[src/rtl/sqrt_sched_if.sv]
// sqrt_sched_if: requester, datapath and result signals of the shared square-root scheduler
interface sqrt_sched_if #(
    parameter int NREQ    = 2,
    parameter int NBITSIN = 32,
    parameter int K       = 8
);
    localparam int W  = NBITSIN + K;
    localparam int RW = NBITSIN / 2;
    localparam int IW = (NREQ > 2) ? $clog2(NREQ) : 1;
    logic [NREQ-1:0]   req_valid;
    logic [NREQ*W-1:0] req_xin;
    logic [NREQ-1:0]   req_ready;
    logic              dp_start;
    logic              dp_stop;
    logic [W-1:0]      dp_xin;
    logic [RW-1:0]     dp_sqrt;
    logic              res_valid;
    logic              res_ready;
    logic [RW-1:0]     res_sqrt;
    logic [IW-1:0]     res_id;
    logic              busy;
    modport master (
        output req_valid, req_xin, dp_sqrt, res_ready,
        input  req_ready, dp_start, dp_stop, dp_xin, res_valid, res_sqrt, res_id, busy
    );
    modport slave (
        input  req_valid, req_xin, dp_sqrt, res_ready,
        output req_ready, dp_start, dp_stop, dp_xin, res_valid, res_sqrt, res_id, busy
    );
endinterface

[src/rtl/sqrt_sched.sv]
// sqrt_sched: round-robin arbiter and start/stop sequencer for one shared square-root datapath
module sqrt_sched #(
    parameter int NREQ    = 2,
    parameter int NBITSIN = 32,
    parameter int K       = 8,
    parameter int NITER   = (NBITSIN + K) / 2
) (
    input logic        clock,
    input logic        reset,
    sqrt_sched_if.slave bus
);
    localparam int W  = NBITSIN + K;
    localparam int RW = NBITSIN / 2;
    localparam int IW = (NREQ > 2) ? $clog2(NREQ) : 1;
    localparam int CW = $clog2(NITER + 1);

    typedef enum logic [2:0] {IDLE, START, ITER, STOP, CAPT, HOLD} state_t;

    state_t        state_q, state_d;
    logic [CW-1:0] cnt_q, cnt_d;
    logic [IW-1:0] last_q, last_d, id_q, id_d, res_id_q, res_id_d;
    logic [W-1:0]  xin_q, xin_d;
    logic [RW-1:0] res_sqrt_q, res_sqrt_d;
    logic [IW-1:0] gnt, idx;
    logic          found;

    // scan upward from the requester after the last winner
    always_comb begin
        gnt = '0;
        idx = '0;
        found = 1'b0;
        for (int i = 1; i <= NREQ; i++) begin
            idx = IW'((int'(last_q) + i) % NREQ);
            if (!found && bus.req_valid[idx]) begin
                found = 1'b1;
                gnt = idx;
            end
        end
    end

    always_comb begin
        state_d = state_q;
        cnt_d = cnt_q;
        last_d = last_q;
        id_d = id_q;
        xin_d = xin_q;
        res_sqrt_d = res_sqrt_q;
        res_id_d = res_id_q;
        case (state_q)
            IDLE: if (found) begin
                state_d = START;
                xin_d = bus.req_xin[int'(gnt)*W +: W];
                id_d = gnt;
            end
            START: begin
                cnt_d = '0;
                state_d = ITER;
            end
            ITER: begin
                cnt_d = cnt_q + 1'b1;
                state_d = (cnt_q == CW'(NITER - 1)) ? STOP : ITER;
            end
            STOP: state_d = CAPT;
            CAPT: begin
                res_sqrt_d = bus.dp_sqrt;
                res_id_d = id_q;
                state_d = HOLD;
            end
            HOLD: if (bus.res_ready) begin
                last_d = id_q;
                state_d = IDLE;
            end
            default: state_d = IDLE;
        endcase
    end

    always_ff @(posedge clock) begin
        if (reset) begin
            state_q <= IDLE;
            cnt_q <= '0;
            last_q <= IW'(NREQ - 1);
            id_q <= '0;
            xin_q <= '0;
            res_sqrt_q <= '0;
            res_id_q <= '0;
        end else begin
            state_q <= state_d;
            cnt_q <= cnt_d;
            last_q <= last_d;
            id_q <= id_d;
            xin_q <= xin_d;
            res_sqrt_q <= res_sqrt_d;
            res_id_q <= res_id_d;
        end
    end

    assign bus.req_ready = (state_q == IDLE && found && !reset) ? {{(NREQ-1){1'b0}}, 1'b1} << gnt : '0;
    assign bus.dp_start  = state_q == START;
    assign bus.dp_stop   = state_q == STOP;
    assign bus.dp_xin    = xin_q;
    assign bus.res_valid = state_q == HOLD;
    assign bus.res_sqrt  = res_sqrt_q;
    assign bus.res_id    = res_id_q;
    assign bus.busy      = state_q != IDLE;
endmodule

[src/flat_wrapper.sv]
// flat-port wrapper written by rule: the top's interface ports become plain ports
module sqrt_sched_flat 
#(
    parameter int NREQ    = 2,
    parameter int NBITSIN = 32,
    parameter int K       = 8,
    parameter int NITER   = (NBITSIN + K) / 2
)
  (clock, reset, bus_req_valid, bus_req_xin, bus_dp_sqrt, bus_res_ready, bus_req_ready, bus_dp_start, bus_dp_stop, bus_dp_xin, bus_res_valid, bus_res_sqrt, bus_res_id, bus_busy);
  sqrt_sched_if #(.NREQ(NREQ), .NBITSIN(NBITSIN), .K(K)) bus_i ();
  input logic clock;
  input logic reset;
  input wire logic [$bits(bus_i.req_valid)-1:0] bus_req_valid;
  input wire logic [$bits(bus_i.req_xin)-1:0] bus_req_xin;
  input wire logic [$bits(bus_i.dp_sqrt)-1:0] bus_dp_sqrt;
  input wire logic [$bits(bus_i.res_ready)-1:0] bus_res_ready;
  output wire logic [$bits(bus_i.req_ready)-1:0] bus_req_ready;
  output wire logic [$bits(bus_i.dp_start)-1:0] bus_dp_start;
  output wire logic [$bits(bus_i.dp_stop)-1:0] bus_dp_stop;
  output wire logic [$bits(bus_i.dp_xin)-1:0] bus_dp_xin;
  output wire logic [$bits(bus_i.res_valid)-1:0] bus_res_valid;
  output wire logic [$bits(bus_i.res_sqrt)-1:0] bus_res_sqrt;
  output wire logic [$bits(bus_i.res_id)-1:0] bus_res_id;
  output wire logic [$bits(bus_i.busy)-1:0] bus_busy;
  assign bus_i.req_valid = bus_req_valid;
  assign bus_i.req_xin = bus_req_xin;
  assign bus_i.dp_sqrt = bus_dp_sqrt;
  assign bus_i.res_ready = bus_res_ready;
  assign bus_req_ready = bus_i.req_ready;
  assign bus_dp_start = bus_i.dp_start;
  assign bus_dp_stop = bus_i.dp_stop;
  assign bus_dp_xin = bus_i.dp_xin;
  assign bus_res_valid = bus_i.res_valid;
  assign bus_res_sqrt = bus_i.res_sqrt;
  assign bus_res_id = bus_i.res_id;
  assign bus_busy = bus_i.busy;
  sqrt_sched #(.NREQ(NREQ), .NBITSIN(NBITSIN), .K(K), .NITER(NITER)) u_core (.clock(clock), .reset(reset), .bus(bus_i));
endmodule
[config.mk]
export PLATFORM = sky130hd
export DESIGN_NAME = sqrt_sched_flat
export DESIGN_NICKNAME = d
export VERILOG_FILES = /design/src/rtl/sqrt_sched_if.sv /design/src/rtl/sqrt_sched.sv /design/src/flat_wrapper.sv
export SDC_FILE = /design/constraint.sdc
export NUM_CORES = 1
export LEC_CHECK = 0
export CORE_UTILIZATION = 39
export DETAILED_ROUTE_END_ITERATION = 10
export PLACE_DENSITY = 0.8
export SLEW_MARGIN = 30
export SYNTH_ARGS = -nofsm -noshare
export SYNTH_HDL_FRONTEND = slang
export SYNTH_SLANG_ARGS = --single-unit
[constraint.sdc]
create_clock -name clock -period 2 [get_ports clock]
set_clock_uncertainty 0.05 [all_clocks]
set_input_delay 0.4 -clock clock [delete_from_list [all_inputs] [get_ports clock]]
set_output_delay 0.4 -clock clock [all_outputs]
set_load 0.02 [all_outputs]
==> impl_metrics.csv <==
group,metric,value,unit
clocking,clk_path_buf_depth,2,
place,hpwlAfterDp,6.07,mm
critical_path,worstSetupStartpoint,"u_core.state_q[0]",
sta,rsz0062_at_grt,"yes",
route,via_count,2759,
synthesis,synth-async-reset-ratio,0,
floorplanning,dieWidth,90.8,um
clocking,clk_root_buffer_cell,"clkbuf_8",
floorplanning,dieArea,8250,um^2
floorplanning,die_height,90.8,um
sta,setup-tns-final,-0.215,ns
grt,grt_max_degree,28,
synthesis,post_synth.cell_area_avg,10.8,um^2
critical_path,worst_ep_required_time,1.55,ns
place,dp_cells,541,
flow_run,cap_violations,0,
synthesis,syn-instance-count,284,
critical_path,kind_of_capture_point_of_the_worst_setup_path,"output pin",
critical_path,timing.reg2reg.setup_slack,0.27,ns
sta,post-route-min-period,2.11,ns
route,drt_iter0_markers,40,
finish,nFillCells,627,
sta,finalMaxSlewViolations,0,
finish,multiInputGateArea,1610,um^2
synthesis,yosysWarnings,0,
clocking,cts_sinks,67,
clocking,numCtsBuffers,9,
route,drt-total-wl,8.11,mm
floorplanning,initial_cell_density_of_the_core,0.400,
route,detailedRoute.firstPassIterationCount,4,
sta,setup_slack,-0.109,ns
sta,max_freq,474,MHz
finish,final_cell_count_no_fill,559,
place,port_buffers,163,
place,place_congestion,0.731,
grt,all_layer_gr_usage,0.198,
finish,layout_common_cells,"157 x clkdlybuf4s50_1, 65 x dfxtp_1, 40 x nand2_1, 40 x mux2i_1, 38 x o2bb2ai_2",
critical_path,critical-path-slowest-cell,"or3_4",
route,remaining_antenna_violation_count,0,
route,post-route-drc-count,0,
finish,area_growth,66.5,%
critical_path,worst_ep_arrival_time,1.66,ns
critical_path,worst_r2r_startpoint,"u_core.state_q[0]",
power_and_ir_drop,design_power_total,4.77,mW
floorplanning,core_area,7690,um^2
critical_path,critical-path-max-stage-delay,0.39,ns
grt,total_congestion_overflow,0,
route,route.detailed.vias_per_inst,4.94,
critical_path,timing.critical_path.from_type,"register",
synthesis,mappedNetlistNets,386,
sta,fin_crit_sh,1.05,
critical_path,critPathKind,"reg -> out",
clocking,clock_latency_late_sink,0.34,ns
sta,final-hold-violation-count,0,
critical_path,timing.reg2reg.worst_path_depth,5,
synthesis,synth_seq_area_share,0.436,
finish,insertedDiodeCount,0,
finish,sequential_cell_area,1340,um^2
critical_path,critical_path.cell_chain,"or3_4 -> or3_4 -> nor2_4 -> buf_6",
synthesis,synth.lib_cells_used.distinct,42,
critical_path,worstReg2RegEnd,"u_core.bus.dp_xin[17]",
critical_path,endpoint,"bus_req_ready[0]",
clocking,tritoncts,"built",
critical_path,worst-path-max-fanout,5,
synthesis,synth_enable_flop_cells,0,
clocking,cts.clk_slew.worst_paths,0.07,ns
power_and_ir_drop,peakVddDrop,446,uV
outcome,failed_checks,"setup timing",
finish,layout_commonest_cell,"clkdlybuf4s50_1",
grt,antenna_found_initial,0,
grt,grt_pass1_wl,13.0,mm
power_and_ir_drop,cellLeakagePower,1.87,nW
grt,number_of_global_route_vias_before_repair,2699,
min_path,min_path_type,"reg -> reg",
sta,finalSetupViolations,2,
outcome,result_of_the_run,"complete, but fails checks",
sta,worst_slew_pin_slew,0.451,ns
clocking,cts.htree.levels,3,
sta,max-slew-margin-rel,0.699,
route,wl_per_cell,14.5,um
sta,final.hold.worst_slack,0.409,ns
synthesis,postSynth.topFlopCell,"dfxtp_1",
synthesis,seq_cells_post_synth,67,
finish,final_net_count,554,
critical_path,worst_path_most_repeated_cell,"or3_4",
finish,layout-drive-gt1-share,0.197,
floorplanning,boundaryPins,164,
synthesis,mappedNetlistArea,3080,um^2
power_and_ir_drop,p_per_area,931,nW/um^2
floorplanning,row_count,32,
-- per-stage QoR --
stage               setup WS [ns]  cell area (um^2)  utilization
floorplan                0.000564              3090            -
global placement           -0.633              4870        0.634
detailed placement         -0.666              4870        0.634
CTS                        -0.156              5110        0.665
global route               -0.167              5120        0.667
finish                     -0.109              5120        0.667
-- worst max-delay path: cells and delay by family (launching register included) --
family                 cells  cell delay, ns
and+or+nand+nor            3            0.87
DFF                        1            0.33
buffers and inverters      1            0.12
-- cell families after synthesis --
logic type                 after synthesis  share of synthesized area
and+or+nand+nor                         67                      0.109
adders and majority gates                1                    0.00406
DFF                                     67                      0.436
buffers and inverters                   29                     0.0512
AOI/OAI and AO/OA                       79                      0.267
muxes                                   40                      0.130
xor gates and xnor gates                 1                    0.00285
-- sequential cells by signal, indices dropped and copies added, names as in the netlist --
| name | cells |
|---|---|
| u_core.state_q | 3 |
| u_core.bus.res_sqrt | 16 |
| u_core.bus.res_id | 1 |
| u_core.last_q | 1 |
| u_core.bus.dp_xin | 40 |
| u_core.id_q | 1 |
| u_core.cnt_q | 5 |
-- synthesized netlist by cell type (2+ instances only) --
| library cell | number | share of area |
|---|---|---|
| dfxtp_1 | 67 | 0.44 |
| mux2i_1 | 40 | 0.13 |
| nand2_1 | 40 | 0.049 |
| o2bb2ai_2 | 38 | 0.19 |
| a21oi_1 | 24 | 0.039 |
| buf_2 | 9 | 0.015 |
| clkbuf_1 | 9 | 0.011 |
| buf_6 | 5 | 0.018 |
| inv_1 | 4 | 0.0049 |
| nor2_1 | 4 | 0.0049 |
| a21o_1 | 3 | 0.0073 |
| o21ai_0 | 3 | 0.0049 |
| buf_1 | 2 | 0.0024 |
| nand2b_1 | 2 | 0.0041 |
| nand3b_1 | 2 | 0.0049 |
| nor3_1 | 2 | 0.0033 |
| nor4b_1 | 2 | 0.0057 |
| o2bb2ai_1 | 2 | 0.0057 |
| or2_2 | 2 | 0.0041 |
| or3b_2 | 2 | 0.0057 |
-- layer usage --
layer / vias up / wire length, um / part of all wire / GRT usage
met4: 0 / 114 / 0.014 / 0.0556
met5: - / 0 / 0 / 0
li1: 1366 / - / - / -
met1: 1273 / 3390 / 0.42 / 0.230
met3: 12 / 671 / 0.083 / 0.0640
met2: 108 / 3930 / 0.48 / 0.347
-- report_power, final --
part           internal, mW  total [mW]  switching, mW
logic                 0.925        1.79          0.868
registers              1.56        1.71          0.156
clock network         0.710        1.26          0.552
total                  3.19        4.77           1.58
-- repair_timing --
| action | 4_1_cts | 5_1_grt |
|---|---|---|
| cloned | 0 | 1 |
| pin swaps | 0 | 1 |
| resized for setup | 23 | 8 |
| endpoints found under the setup margin | 6 | 5 |
| hold buffers | 0 | 0 |
| buffers inserted | 0 | 1 |
-- worst min path at each step --
stage / from / to / slack [ns] / cells past startpoint
6_report: u_core.bus.res_id / u_core.bus.res_id / 0.41 / 2
4_1_cts: u_core.bus.res_sqrt[14] / u_core.bus.res_sqrt[14] / 0.41 / 2
3_5_place_dp: u_core.bus.res_sqrt[14] / u_core.bus.res_sqrt[14] / 0.40 / 2
5_1_grt: u_core.bus.res_sqrt[14] / u_core.bus.res_sqrt[14] / 0.43 / 2
3_3_place_gp: u_core.bus.res_sqrt[12] / u_core.bus.res_sqrt[12] / 0.39 / 2
2_1_floorplan: u_core.last_q / u_core.last_q / 0.38 / 1
-- area by class of cell --
| type | instances | share of cell area |
|---|---|---|
| clock inverters | 7 | 0.0193 |
| well taps | 102 | 0.0249 |
| multi-input cells | 188 | 0.315 |
| flip-flops and latches | 67 | 0.262 |
| clock buffers | 9 | 0.0242 |
| repair buffers | 182 | 0.352 |
| inverters | 4 | 0.00293 |
(Power assumes the default switching activity.)
